File: src/rtl/pipeline_pkg.sv
// Shared pipeline types and constants for the IF stage and its consumers.
package pipeline_pkg;

  localparam logic [31:0] NOP_INSTR = 32'h0000_0013;
  localparam logic [31:0] RESET_PC  = 32'h0000_0000;

  typedef struct packed {
    logic [31:0] pc;
    logic [31:0] pc4;
    logic [31:0] instr;
    logic        valid;
  } if_id_t;

endpackage

File: src/rtl/pc_reg.sv
// Program counter register with redirect/stall next-PC selection.
// Also flags misaligned redirect targets.
module pc_reg #(
  parameter logic [31:0] RESET_PC = 32'h0000_0000
) (
  input  logic        i_clk,
  input  logic        i_reset,
  input  logic        i_stall,
  input  logic        i_redirect,
  input  logic [31:0] i_redirect_pc,
  output logic [31:0] o_pc,
  output logic [31:0] o_pc4,
  output logic        o_misalign
);

  logic [31:0] pc_next;

  assign o_pc4 = o_pc + 32'd4;

  // Redirect beats stall: a stalled instruction is on the wrong path anyway.
  always_comb begin
    pc_next = o_pc4;
    if (i_redirect)
      pc_next = {i_redirect_pc[31:2], 2'b00};
    else if (i_stall)
      pc_next = o_pc;
  end

  always_ff @(posedge i_clk or posedge i_reset) begin
    if (i_reset) begin
      o_pc       <= RESET_PC;
      o_misalign <= 1'b0;
    end else begin
      o_pc       <= pc_next;
      o_misalign <= i_redirect & (|i_redirect_pc[1:0]);
    end
  end

endmodule

File: src/rtl/fetch_stage.sv
// Instruction fetch stage: PC register plus the IF/ID pipeline register.
// Out-of-range fetches turn into bubbles while the PC keeps advancing.
module fetch_stage #(
  parameter logic [31:0] RESET_PC   = pipeline_pkg::RESET_PC,
  parameter int          IMEM_BYTES = 8192,
  parameter logic [31:0] NOP_INSTR  = pipeline_pkg::NOP_INSTR
) (
  input  logic        i_clk,
  input  logic        i_reset,
  output logic [31:0] o_pc,
  input  logic [31:0] i_instr,
  input  logic        i_stall,
  input  logic        i_flush,
  input  logic        i_redirect,
  input  logic [31:0] i_redirect_pc,
  output logic [31:0] o_if_id_pc,
  output logic [31:0] o_if_id_pc4,
  output logic [31:0] o_if_id_instr,
  output logic        o_if_id_valid,
  output logic        o_misalign,
  output logic        o_pc_oob,
  output logic [31:0] o_fetch_count
);

  import pipeline_pkg::*;

  localparam logic [31:0] IMEM_LIMIT = 32'(IMEM_BYTES);

  logic [31:0] pc4;
  if_id_t      if_id;
  logic [31:0] fetch_count;

  pc_reg #(
    .RESET_PC (RESET_PC)
  ) u_pc_reg (
    .i_clk         (i_clk),
    .i_reset       (i_reset),
    .i_stall       (i_stall),
    .i_redirect    (i_redirect),
    .i_redirect_pc (i_redirect_pc),
    .o_pc          (o_pc),
    .o_pc4         (pc4),
    .o_misalign    (o_misalign)
  );

  assign o_pc_oob = (o_pc >= IMEM_LIMIT);

  // Bubbles keep pc/pc4 so the register still points somewhere sensible.
  always_ff @(posedge i_clk or posedge i_reset) begin
    if (i_reset) begin
      if_id.pc    <= 32'd0;
      if_id.pc4   <= 32'd4;
      if_id.instr <= NOP_INSTR;
      if_id.valid <= 1'b0;
      fetch_count <= 32'd0;
    end else if (i_redirect || i_flush) begin
      if_id.instr <= NOP_INSTR;
      if_id.valid <= 1'b0;
    end else if (!i_stall) begin
      if_id.pc    <= o_pc;
      if_id.pc4   <= pc4;
      if_id.instr <= o_pc_oob ? NOP_INSTR : i_instr;
      if_id.valid <= !o_pc_oob;
      if (!o_pc_oob)
        fetch_count <= fetch_count + 32'd1;
    end
  end

  assign o_if_id_pc    = if_id.pc;
  assign o_if_id_pc4   = if_id.pc4;
  assign o_if_id_instr = if_id.instr;
  assign o_if_id_valid = if_id.valid;
  assign o_fetch_count = fetch_count;

endmodule

File: config.mk
export PLATFORM = sky130hd
export DESIGN_NAME = fetch_stage
export DESIGN_NICKNAME = d
export VERILOG_FILES = /design/src/rtl/pipeline_pkg.sv /design/src/rtl/pc_reg.sv /design/src/rtl/fetch_stage.sv
export SDC_FILE = /design/constraint.sdc
export NUM_CORES = 1
export LEC_CHECK = 0
export ABC_AREA = 1
export CAP_MARGIN = 20
export CORE_ASPECT_RATIO = 1.2
export CORE_MARGIN = 2
export CORE_UTILIZATION = 52
export CTS_CLUSTER_DIAMETER = 150
export DETAILED_ROUTE_END_ITERATION = 8
export PLACE_DENSITY = 0.87
export SETUP_SLACK_MARGIN = 0.05
export SLEW_MARGIN = 20
export SYNTH_ARGS = -nofsm -noshare
export SYNTH_HDL_FRONTEND = slang
export SYNTH_SLANG_ARGS = --single-unit
export TNS_END_PERCENT = 10
File: constraint.sdc
create_clock -name i_clk -period 15.26 [get_ports i_clk]
set_clock_uncertainty 0.1 [all_clocks]
set_input_delay 2.289 -clock i_clk [delete_from_list [all_inputs] [get_ports i_clk]]
set_output_delay 2.289 -clock i_clk [all_outputs]
set_load 0.03 [all_outputs]
==> results of run 1 <==
state kept, by name, indices dropped and copies added, names as in the netlist:
name                 flops
o_if_id_pc              30
o_if_id_valid            1
o_if_id_instr           32
o_if_id_pc4             30
o_fetch_count           32
u_pc_reg.o_misalign      1
u_pc_reg.o_pc           30
cells in the final DEF (no fill, tap or decap):
cell,count
buf_4,3
clkbuf_16,17
o21ai_0,69
or2_2,3
nor2_2,2
bufinv_16,3
clkinv_2,1
inv_2,3
nand3_1,40
o21bai_1,4
conb_1,6
buf_6,1
nand2_1,547
o221ai_1,4
clkbuf_1,2
nand2_2,2
o21ai_1,2
nand3b_1,1
inv_6,2
clkinv_4,5
o211ai_1,1
xnor2_1,3
nor2_4,3
and2_1,1
nor2_1,108
clkbuf_8,2
inv_8,1
dfstp_2,4
dfrtp_1,152
xor2_1,24
clkdlybuf4s50_1,225
ha_1,3
inv_1,94
critical path: stages:
cell and delay, ns:
clkdlybuf4s50_1 0.40, buf_4 0.24, nor2_2 0.76, inv_2 0.27, nor2_4 0.50, inv_2 0.11, nor2_4 0.12, buf_4 0.54
nand2_1 0.14, nand2_1 0.10
worst min-delay path by stage:
stage                         to  depth (start not counted)
2_1_floorplan     o_if_id_pc4[2]                          2
3_3_place_gp   o_if_id_instr[13]                          2
3_5_place_dp   o_if_id_instr[30]                          2
4_1_cts        o_if_id_instr[31]                          2
5_1_grt        o_if_id_instr[24]                          2
6_report         o_if_id_pc4[13]                          2
power breakdown:
group	switching (uW)	leakage, uW	internal (uW)
sequential	31.6	0.00203	451
combinational	157	0.00289	102
clock	174	0.000304	269
total	364	0.00522	822
logic make-up after synthesis:
group           Yosys count  synth area share (%)
simple gates            707                  34.6
other cells               1                0.0474
fa+ha+maj                 3                 0.474
xor+xnor                 27                  2.99
compound gates           80                  5.41
flops                   156                  49.4
buf+inv                 136                  7.05
cell type report:
cell class	count	area, sq um	area share, %
sequential	156	3910	35.8
multi-input combinational	823	3470	31.8
timing repair buffer	229	2290	20.9
clock buffer	21	460	4.22
inverter	98	373	3.42
tap	204	255	2.34
clock inverter	11	159	1.46
stage by stage:
step,power [uW],hold slack [ns],setup WS [ns]
6_report,1190,0.377,10.00
5_1_grt,1230,0.406,9.74
4_1_cts,1190,0.380,9.76
3_5_place_dp,748,0.364,9.34
3_3_place_gp,744,0.361,9.49
2_1_floorplan,626,0.450,8.67
per-layer routing:
metal / vias to the layer above / track usage [%]
li1: 3793 / -
met1: 3667 / 38.6
met2: 334 / 49.6
met3: 51 / 6.38
met4: 0 / 10.3
met5: - / 0
==> impl_metrics.csv, run 1 <==
group,metric,value,unit
run_status,status,"completed",
yosys,netlist-cell-type-count,26,
yosys,synth_top_area_share,48.1,%
timing,slew_headroom,33.4,%
final_layout,syn2layout_area_growth,38.0,%
yosys,synth_edf_count,0,
setup_path,critPathMaxFanout,63,
clocking,cts.clk_slew.worst_paths,0.06,ns
flow_run,drv_cap,0,
clocking,cts_buffers,17,
floorplanning,fp.dieW,117,um
route,drt.antenna.violating_nets,0,
clocking,clock_latency,0.43,ns
floorplanning,die_y,139,um
yosys,synth_top_cells_by_count,"nand2_1 (548), dfrtp_1 (152), nor2_1 (109), inv_1 (95), o21ai_0 (69)",
yosys,synth_area_leaders,"dfrtp_1 (48%), nand2_1 (26%), nor2_1 (5.2%)",
route,viasPerCell,5.09,
clocking,cts_resized,0,
setup_path,r2r-start,"o_fetch_count[0]",
global_routing,grt-ovfl-total,0,
final_layout,antenna_cells,0,
final_layout,nets,1397,
route,top_layer_used,"met4",
yosys,ys_warn_count,0,
setup_path,reg2reg_slack,13.06,ns
route,routed-wl-met2,11800,um
yosys,syn_avg_cell_area,7.13,sq um
placement,port_buffers,225,
timing,tns,0,ns
floorplanning,ios,232,
setup_path,cp-end-kind,"flop",
final_layout,final_layout_size_suffix_gt1_share,3.89,%
final_layout,finalNonFillerCells,1542,
timing,fmax,190,MHz
yosys,synthesis.area,0.00791,sq mm
global_routing,grt_max_degree,100,
global_routing,grt_pass1_vias,7634,
yosys,ys_ff_latch,156,
yosys,synth_top_area_cell,"dfrtp_1",
route,firstDrtPassIters,5,
clocking,clockRootBuffer,"clkbuf_16",
yosys,synthFlopType,"dfrtp_1",
global_routing,grt_util_all_layers,29.9,%
clocking,postCtsHoldBufs,0,
route,drtIter0Drc,629,
timing,setup_viol,0,
floorplanning,die_area,0.0162,sq mm
route,drc_errors,0,
floorplanning,rows,49,
clocking,h-tree-depth,4,
timing,grt_setup_unrepaired,"no",
timing,drv_slew,0,
setup_path,cp-start-kind,"primary input",
yosys,synth-async-reset-ratio,100,%
clocking,cts_setup_buffers,0,
global_routing,antenna_found_initial,0,
final_layout,nFillCells,1242,
setup_path,cp-startpoint,"i_redirect",
placement,dp_hpwl,17000,um
power,leakage,0.00522,uW
timing,worstMarginPinSlew,0.996,ns
timing,fin_crit,5.26,ns
placement,dpl-instance-area,0.0103,sq mm
setup_path,required,15.52,ns
clocking,cts_tree,"yes",
global_routing,grt_pass1_wl,38000,um
power,ir_drop,66.8,uV
floorplanning,initial_utilization,52.9,%
setup_path,ff2ff_path_depth,10,
clocking,cts.sinks,156,
yosys,synth_most_common_cell,"nand2_1",
placement,place_inst,1510,
route,drt_wl_total,23500,um
route,wl_per_cell,15.2,um
timing,min_period_over_period,34.5,%
yosys,ys_seq_area_share,49.4,%
hold_path,min_from,"o_if_id_pc4[13]",
setup_path,arrival,5.52,ns
route,vias,7845,
timing,timing.final.hold_violations,0,
placement,gp_congestion,0.922,
yosys,synthCells,1110,
hold_path,min_path_type,"reg -> reg",
route,dr_wl_met3,1650,um
setup_path,endpoint,"o_if_id_instr[25]",
floorplanning,core_area,0.0150,sq mm
clocking,clock_path_buffers,2,
setup_path,critPathKind,"in -> reg",
final_layout,final_core_util,73.0,%
route,met1_length,9410,um
final_layout,fin_area,0.0109,sq mm
setup_path,r2r-end,"o_fetch_count[26]",
power,p_per_area,109,mW/mm^2
Note: power is estimated with default switching activity, not from simulation.
==> run 2, diff against run 1 <==
--- a/config.mk
+++ b/config.mk
@@ -9,10 +9,10 @@
 export CAP_MARGIN = 20
 export CORE_ASPECT_RATIO = 1.2
 export CORE_MARGIN = 2
-export CORE_UTILIZATION = 52
+export CORE_UTILIZATION = 43
 export CTS_CLUSTER_DIAMETER = 150
 export DETAILED_ROUTE_END_ITERATION = 8
-export PLACE_DENSITY = 0.87
+export PLACE_DENSITY = 0.77
 export SETUP_SLACK_MARGIN = 0.05
 export SLEW_MARGIN = 20
 export SYNTH_ARGS = -nofsm -noshare
==> constraint.sdc (replaced) <==
create_clock -name i_clk -period 4.55 [get_ports i_clk]
set_clock_uncertainty 0.1 [all_clocks]
set_input_delay 0.6825 -clock i_clk [delete_from_list [all_inputs] [get_ports i_clk]]
set_output_delay 0.6825 -clock i_clk [all_outputs]
set_load 0.03 [all_outputs]
==> run 2 against run 1 <==
  * Total power rose to 3.4 times the previous value
  * Global-route usage down 5.0 points
  * Sequential share of layout area down 0.32 points
  * Setup slack worse by 8.4 ns
  * Clock power rose to 3.6 times the previous value
  * Sequential cell count unchanged
  * Die area up 20%
  * Design area up 0.91%
==> impl_metrics.csv, run 2 (synthesis gave the netlist of run 1 again) <==
group,metric,value,unit
setup_path,required,3.77,ns
clocking,cts_setup_buffers,0,
placement,dp_hpwl,17200,um
global_routing,grt_util_all_layers,24.8,%
hold_path,min_path_type,"reg -> reg",
floorplanning,rows,54,
clocking,clock_latency,0.43,ns
timing,fmax,341,MHz
floorplanning,fp.dieW,128,um
final_layout,syn2layout_area_growth,39.2,%
route,drt.antenna.violating_nets,0,
clocking,cts_buffers,17,
clocking,h-tree-depth,4,
flow_run,drv_cap,0,
final_layout,nets,1402,
placement,gp_congestion,0.923,
hold_path,whs_path_depth,2,
placement,port_buffers,225,
final_layout,final_layout_size_suffix_gt1_share,4.24,%
timing,timing.final.hold_violations,0,
timing,min_period_over_period,64.5,%
final_layout,fin_area,0.0110,sq mm
timing,grt_setup_unrepaired,"no",
timing,tns,0,ns
clocking,cts_tree,"yes",
power,leakage,0.00525,uW
setup_path,ff2ff_path_depth,10,
timing,fin_crit,2.94,ns
timing,worstMarginPinSlew,0.881,ns
route,vias,7764,
placement,dpl-instance-area,0.0104,sq mm
clocking,clock_path_buffers,2,
global_routing,grt_pass1_wl,38100,um
clocking,cts_resized,0,
setup_path,critPathMaxFanout,6,
power,p_per_area,371,mW/mm^2
timing,slew_headroom,41.2,%
route,drc_errors,0,
floorplanning,ios,232,
floorplanning,initial_utilization,43.7,%
setup_path,critPathKind,"reg -> out",
global_routing,antenna_found_initial,0,
route,firstDrtPassIters,5,
final_layout,seqCellArea,0.00391,sq mm
timing,drv_slew,0,
setup_path,cp-start-kind,"flop",
setup_path,arrival,2.15,ns
final_layout,nFillCells,1675,
route,wl_per_cell,15.2,um
floorplanning,die_y,153,um
floorplanning,die_area,0.0195,sq mm
final_layout,final_cell_mix,"nand2_1 (548), clkdlybuf4s50_1 (225), dfrtp_1 (152)",
global_routing,grt_max_degree,100,
run_status,status,"completed",
final_layout,multi_input_area,0.00347,sq mm
route,viasPerCell,4.95,
clocking,cts.sinks,156,
global_routing,grt_pass1_vias,7471,
clocking,postCtsHoldBufs,0,
timing,setup_viol,0,
clocking,cts.clk_slew.worst_paths,0.07,ns
route,drt_wl_total,23900,um
power,ir_drop,232,uV
final_layout,final_common_cell,"nand2_1",
floorplanning,core_area,0.0181,sq mm
route,drtIter0Drc,502,
clocking,clockRootBuffer,"clkbuf_16",
global_routing,grt-ovfl-total,0,
setup_path,cp-end-kind,"output port",
final_layout,antenna_cells,0,
==> run 2: cell types whose count changed in the layout (fill, tap and decap cells not counted), sizes merged <==
cell / before / now
buf: 4 / 9
bufinv: 3 / 5
clkinvlp: 0 / 3
clkinv: 6 / 4
inv: 100 / 99
clkbuf: 21 / 19
==> run 2: routing by layer <==
layer | track usage (%) | up-vias | share of wire (%) | routed length (um)
met4 | 11.3 | 0 | 3.6 | 857
met3 | 5.86 | 55 | 6.5 | 1560
li1 | - | 3791 | - | -
met1 | 31.0 | 3618 | 41 | 9760
met5 | 0 | - | 0 | 0
met2 | 40.8 | 300 | 49 | 11700
==> run 2: through the flow <==
step | hold WS, ns | util (%) | cells | setup slack, ns | total power, uW
final | 0.377 | 60.8 | 1567 | 1.61 | 4090
after global routing | 0.403 | 60.8 | 1567 | 1.44 | 4260
after CTS | 0.382 | 60.8 | 1567 | 1.60 | 4120
after detailed placement | 0.365 | 57.2 | 1535 | 1.24 | 2520
after global placement | 0.362 | 57.2 | 1535 | 1.31 | 2510
after floorplan | 0.450 | - | 1115 | 1.80 | 2100
==> run 2: final cells by class <==
type                       instances  share of cell area, %
clock inverter                    13                   1.93
tap                              224                   2.54
sequential                       156                   35.5
timing repair buffer             234                   21.2
clock buffer                      19                   4.02
multi-input combinational        823                   31.5
inverter                          98                   3.37
==> run 2: final timing paths <==
check                                  start                 to  slack (ns)
max reg2reg                 o_fetch_count[0]  o_fetch_count[30]        2.36
max in group asynchronous            i_reset   o_if_id_instr[1]        2.70
max                        u_pc_reg.o_pc[18]           o_pc_oob        1.61
min in group asynchronous            i_reset  o_fetch_count[13]        0.66
min                        o_if_id_instr[20]  o_if_id_instr[20]        0.38
min reg2reg                o_if_id_instr[20]  o_if_id_instr[20]        0.38
==> run 2: report_power, final <==
group          internal, uW  total [uW]  switching (uW)
Sequential             1510        1620             111
Clock                   994        1590             599
Combinational           346         873             527
Total                  2850        4090            1240
==> run 2: critical path: stages, from the launching register on <==
cell and delay (ns):
dfrtp_1 0.47, nor2_1 0.14, nand2_1 0.06, nor2_1 0.17, nand3b_1 0.22, clkdlybuf4s50_1 0.66
==> run 3, diff against run 2 <==
--- a/config.mk
+++ b/config.mk
@@ -9,10 +9,10 @@
 export CAP_MARGIN = 20
 export CORE_ASPECT_RATIO = 1.2
 export CORE_MARGIN = 2
-export CORE_UTILIZATION = 43
+export CORE_UTILIZATION = 48
 export CTS_CLUSTER_DIAMETER = 150
 export DETAILED_ROUTE_END_ITERATION = 8
-export PLACE_DENSITY = 0.77
+export PLACE_DENSITY = 0.81
 export SETUP_SLACK_MARGIN = 0.05
 export SLEW_MARGIN = 20
 export SYNTH_ARGS = -nofsm -noshare
==> constraint.sdc (replaced) <==
create_clock -name i_clk -period 2.9 [get_ports i_clk]
set_clock_uncertainty 0.1 [all_clocks]
set_input_delay 0.435 -clock i_clk [delete_from_list [all_inputs] [get_ports i_clk]]
set_output_delay 0.435 -clock i_clk [all_outputs]
set_load 0.03 [all_outputs]
==> run 3 against run 2 <==
  * Sequential share of layout area shrank 0.11 points
  * Total power up 57%
  * Largest cell class unchanged
  * Critical endpoint unchanged
  * First-iteration DRC count up 11%
  * Global-route usage grew 2.9 points
  * Highest routed layer unchanged
==> impl_metrics.csv, run 3 (synthesis gave the netlist of run 1 again) <==
group,metric,value,unit
clocking,clock_latency,0.43,ns
floorplanning,die_y,145,um
floorplanning,core_area,0.0162,sq mm
run_status,status,"completed",
timing,grt_setup_unrepaired,"no",
placement,port_buffers,225,
final_layout,final_layout_size_suffix_gt1_share,4.46,%
setup_path,cpPeakStageDelay,0.68,ns
final_layout,nFillCells,1383,
timing,slew_headroom,61.3,%
setup_path,cp-start-kind,"flop",
setup_path,critical_path.cell_chain,"nor2_1 > nand2_1 > nor2_1 > nand3b_1 > clkdlybuf4s50_1",
clocking,postCtsHoldBufs,0,
clocking,h-tree-depth,4,
route,drt_wl_total,23700,um
setup_path,critPathMaxFanout,6,
power,leakage,0.00528,uW
global_routing,met3_usage,6.78,%
final_layout,seqCellArea,0.00391,sq mm
route,vias,7836,
route,drt.antenna.violating_nets,0,
global_routing,use_met1,33.9,%
power,ir_drop,435,uV
final_layout,nets,1405,
floorplanning,ios,232,
floorplanning,die_area,0.0175,sq mm
power,p_per_area,580,mW/mm^2
route,drtIter0Drc,556,
timing,timing.final.hold_violations,0,
setup_path,reg2reg_slack,0.89,ns
setup_path,required,2.37,ns
hold_path,min_path_type,"reg -> reg",
clocking,clockRootBuffer,"clkbuf_16",
hold_path,hold_end,"o_if_id_instr[22]",
setup_path,cp-end-kind,"output port",
setup_path,ff2ff_path_depth,9,
clocking,cts_setup_buffers,0,
setup_path,r2r-start,"u_pc_reg.o_pc[2]",
route,drc_errors,0,
setup_path,critPathKind,"reg -> out",
flow_run,drv_cap,0,
global_routing,grt_pass1_wl,37800,um
global_routing,antenna_found_initial,1,
clocking,cts_tree,"yes",
global_routing,grt_util_all_layers,27.8,%
clocking,cts_buffers,17,
timing,fin_hold_ws,0.378,ns
global_routing,grt-ovfl-total,0,
setup_path,arrival,2.16,ns
floorplanning,rows,51,
timing,fmax,371,MHz
floorplanning,fp.dieW,121,um
setup_path,cpMostUsedCell,"nor2_1",
hold_path,min_from,"o_if_id_instr[22]",
final_layout,final_common_cell,"nand2_1",
setup_path,r2r-end,"o_if_id_pc4[23]",
clocking,clock_path_buffers,2,
global_routing,top_usage_layer,"met2",
global_routing,grt_pass1_vias,7600,
timing,worstMarginPinSlew,0.578,ns
hold_path,whs_path_depth,2,
route,firstDrtPassIters,6,
clocking,cts.clk_slew.worst_paths,0.06,ns
timing,tns,0,ns
timing,fin_crit,2.70,ns
clocking,cts.sinks,156,
route,wl_per_cell,15.2,um
route,viasPerCell,5.03,
setup_path,crit_slowest_cell,"clkdlybuf4s50_1",
timing,min_period_over_period,93.0,%
timing,drv_slew,0,
final_layout,syn2layout_area_growth,39.7,%
global_routing,grt.met2_usage,46.1,%
placement,dp_hpwl,17300,um
global_routing,grt_max_degree,87,
floorplanning,initial_utilization,48.8,%
placement,gp_congestion,0.908,
timing,setup_viol,0,
final_layout,multi_input_area,0.00347,sq mm
final_layout,final_cell_mix,"nand2_1 (548), clkdlybuf4s50_1 (225), dfrtp_1 (152)",
clocking,cts_resized,0,
## run 3: cell count changes in the layout (fill, tap and decap cells not counted), sizes merged
cell,change
diode,+1
clkinv,-1
buf,+3
inv,+1
## run 3: how the worst max path moves through the flow
stage	startpoint	endpoint	cells past startpoint	slack, ns
after floorplan	i_reset	o_fetch_count[0]	1	0.40
after global placement	i_redirect	o_fetch_count[6]	9	0.48
after detailed placement	i_redirect	o_fetch_count[2]	9	0.45
after CTS	u_pc_reg.o_pc[18]	o_pc_oob	5	0.22
after global routing	u_pc_reg.o_pc[21]	o_pc_oob	5	0.08
final	u_pc_reg.o_pc[18]	o_pc_oob	5	0.20
## run 3: layout make-up
cell class / instances / share of cell area [%]
multi-input cells: 823 / 31.4
inverters: 98 / 3.36
repair buffers: 237 / 21.5
clock buffers: 19 / 4.01
flip-flops and latches: 156 / 35.4
diodes: 1 / 0.0226
well taps: 212 / 2.40
clock inverters: 13 / 1.92
## run 3: report_power, final
part           switching, uW  total [uW]  internal (uW)
clock network            925        2480           1560
registers                168        2540           2380
logic                    833        1380            546
## run 3: per-stage QoR
step / power (uW) / setup WS [ns] / area [sq um] / instances / utilization (%)
finish: 6410 / 0.203 / 11100 / 1559 / 68.2
CTS: 6450 / 0.215 / 11000 / 1558 / 68.2
detailed placement: 3950 / 0.450 / 10400 / 1526 / 64.1
global placement: 3930 / 0.475 / 10400 / 1526 / 64.1
floorplan: 3290 / 0.395 / 7940 / 1115 / -
global route: 6660 / 0.0798 / 11100 / 1559 / 68.2
## run 3: critical path, delay by kind of cell (launching register included)
kind                   cells  cell delay (ns)
buffers and inverters      1             0.68
AND/OR/NAND/NOR            4             0.58
flip-flops                 1             0.49
## run 3: metal layers
| metal | wire length, um | part of all wire, % |
|---|---|---|
| met1 | 9500 | 40 |
| met2 | 11500 | 48 |
| met3 | 1780 | 7.5 |
| met4 | 941 | 4.0 |
| met5 | 0 | 0 |
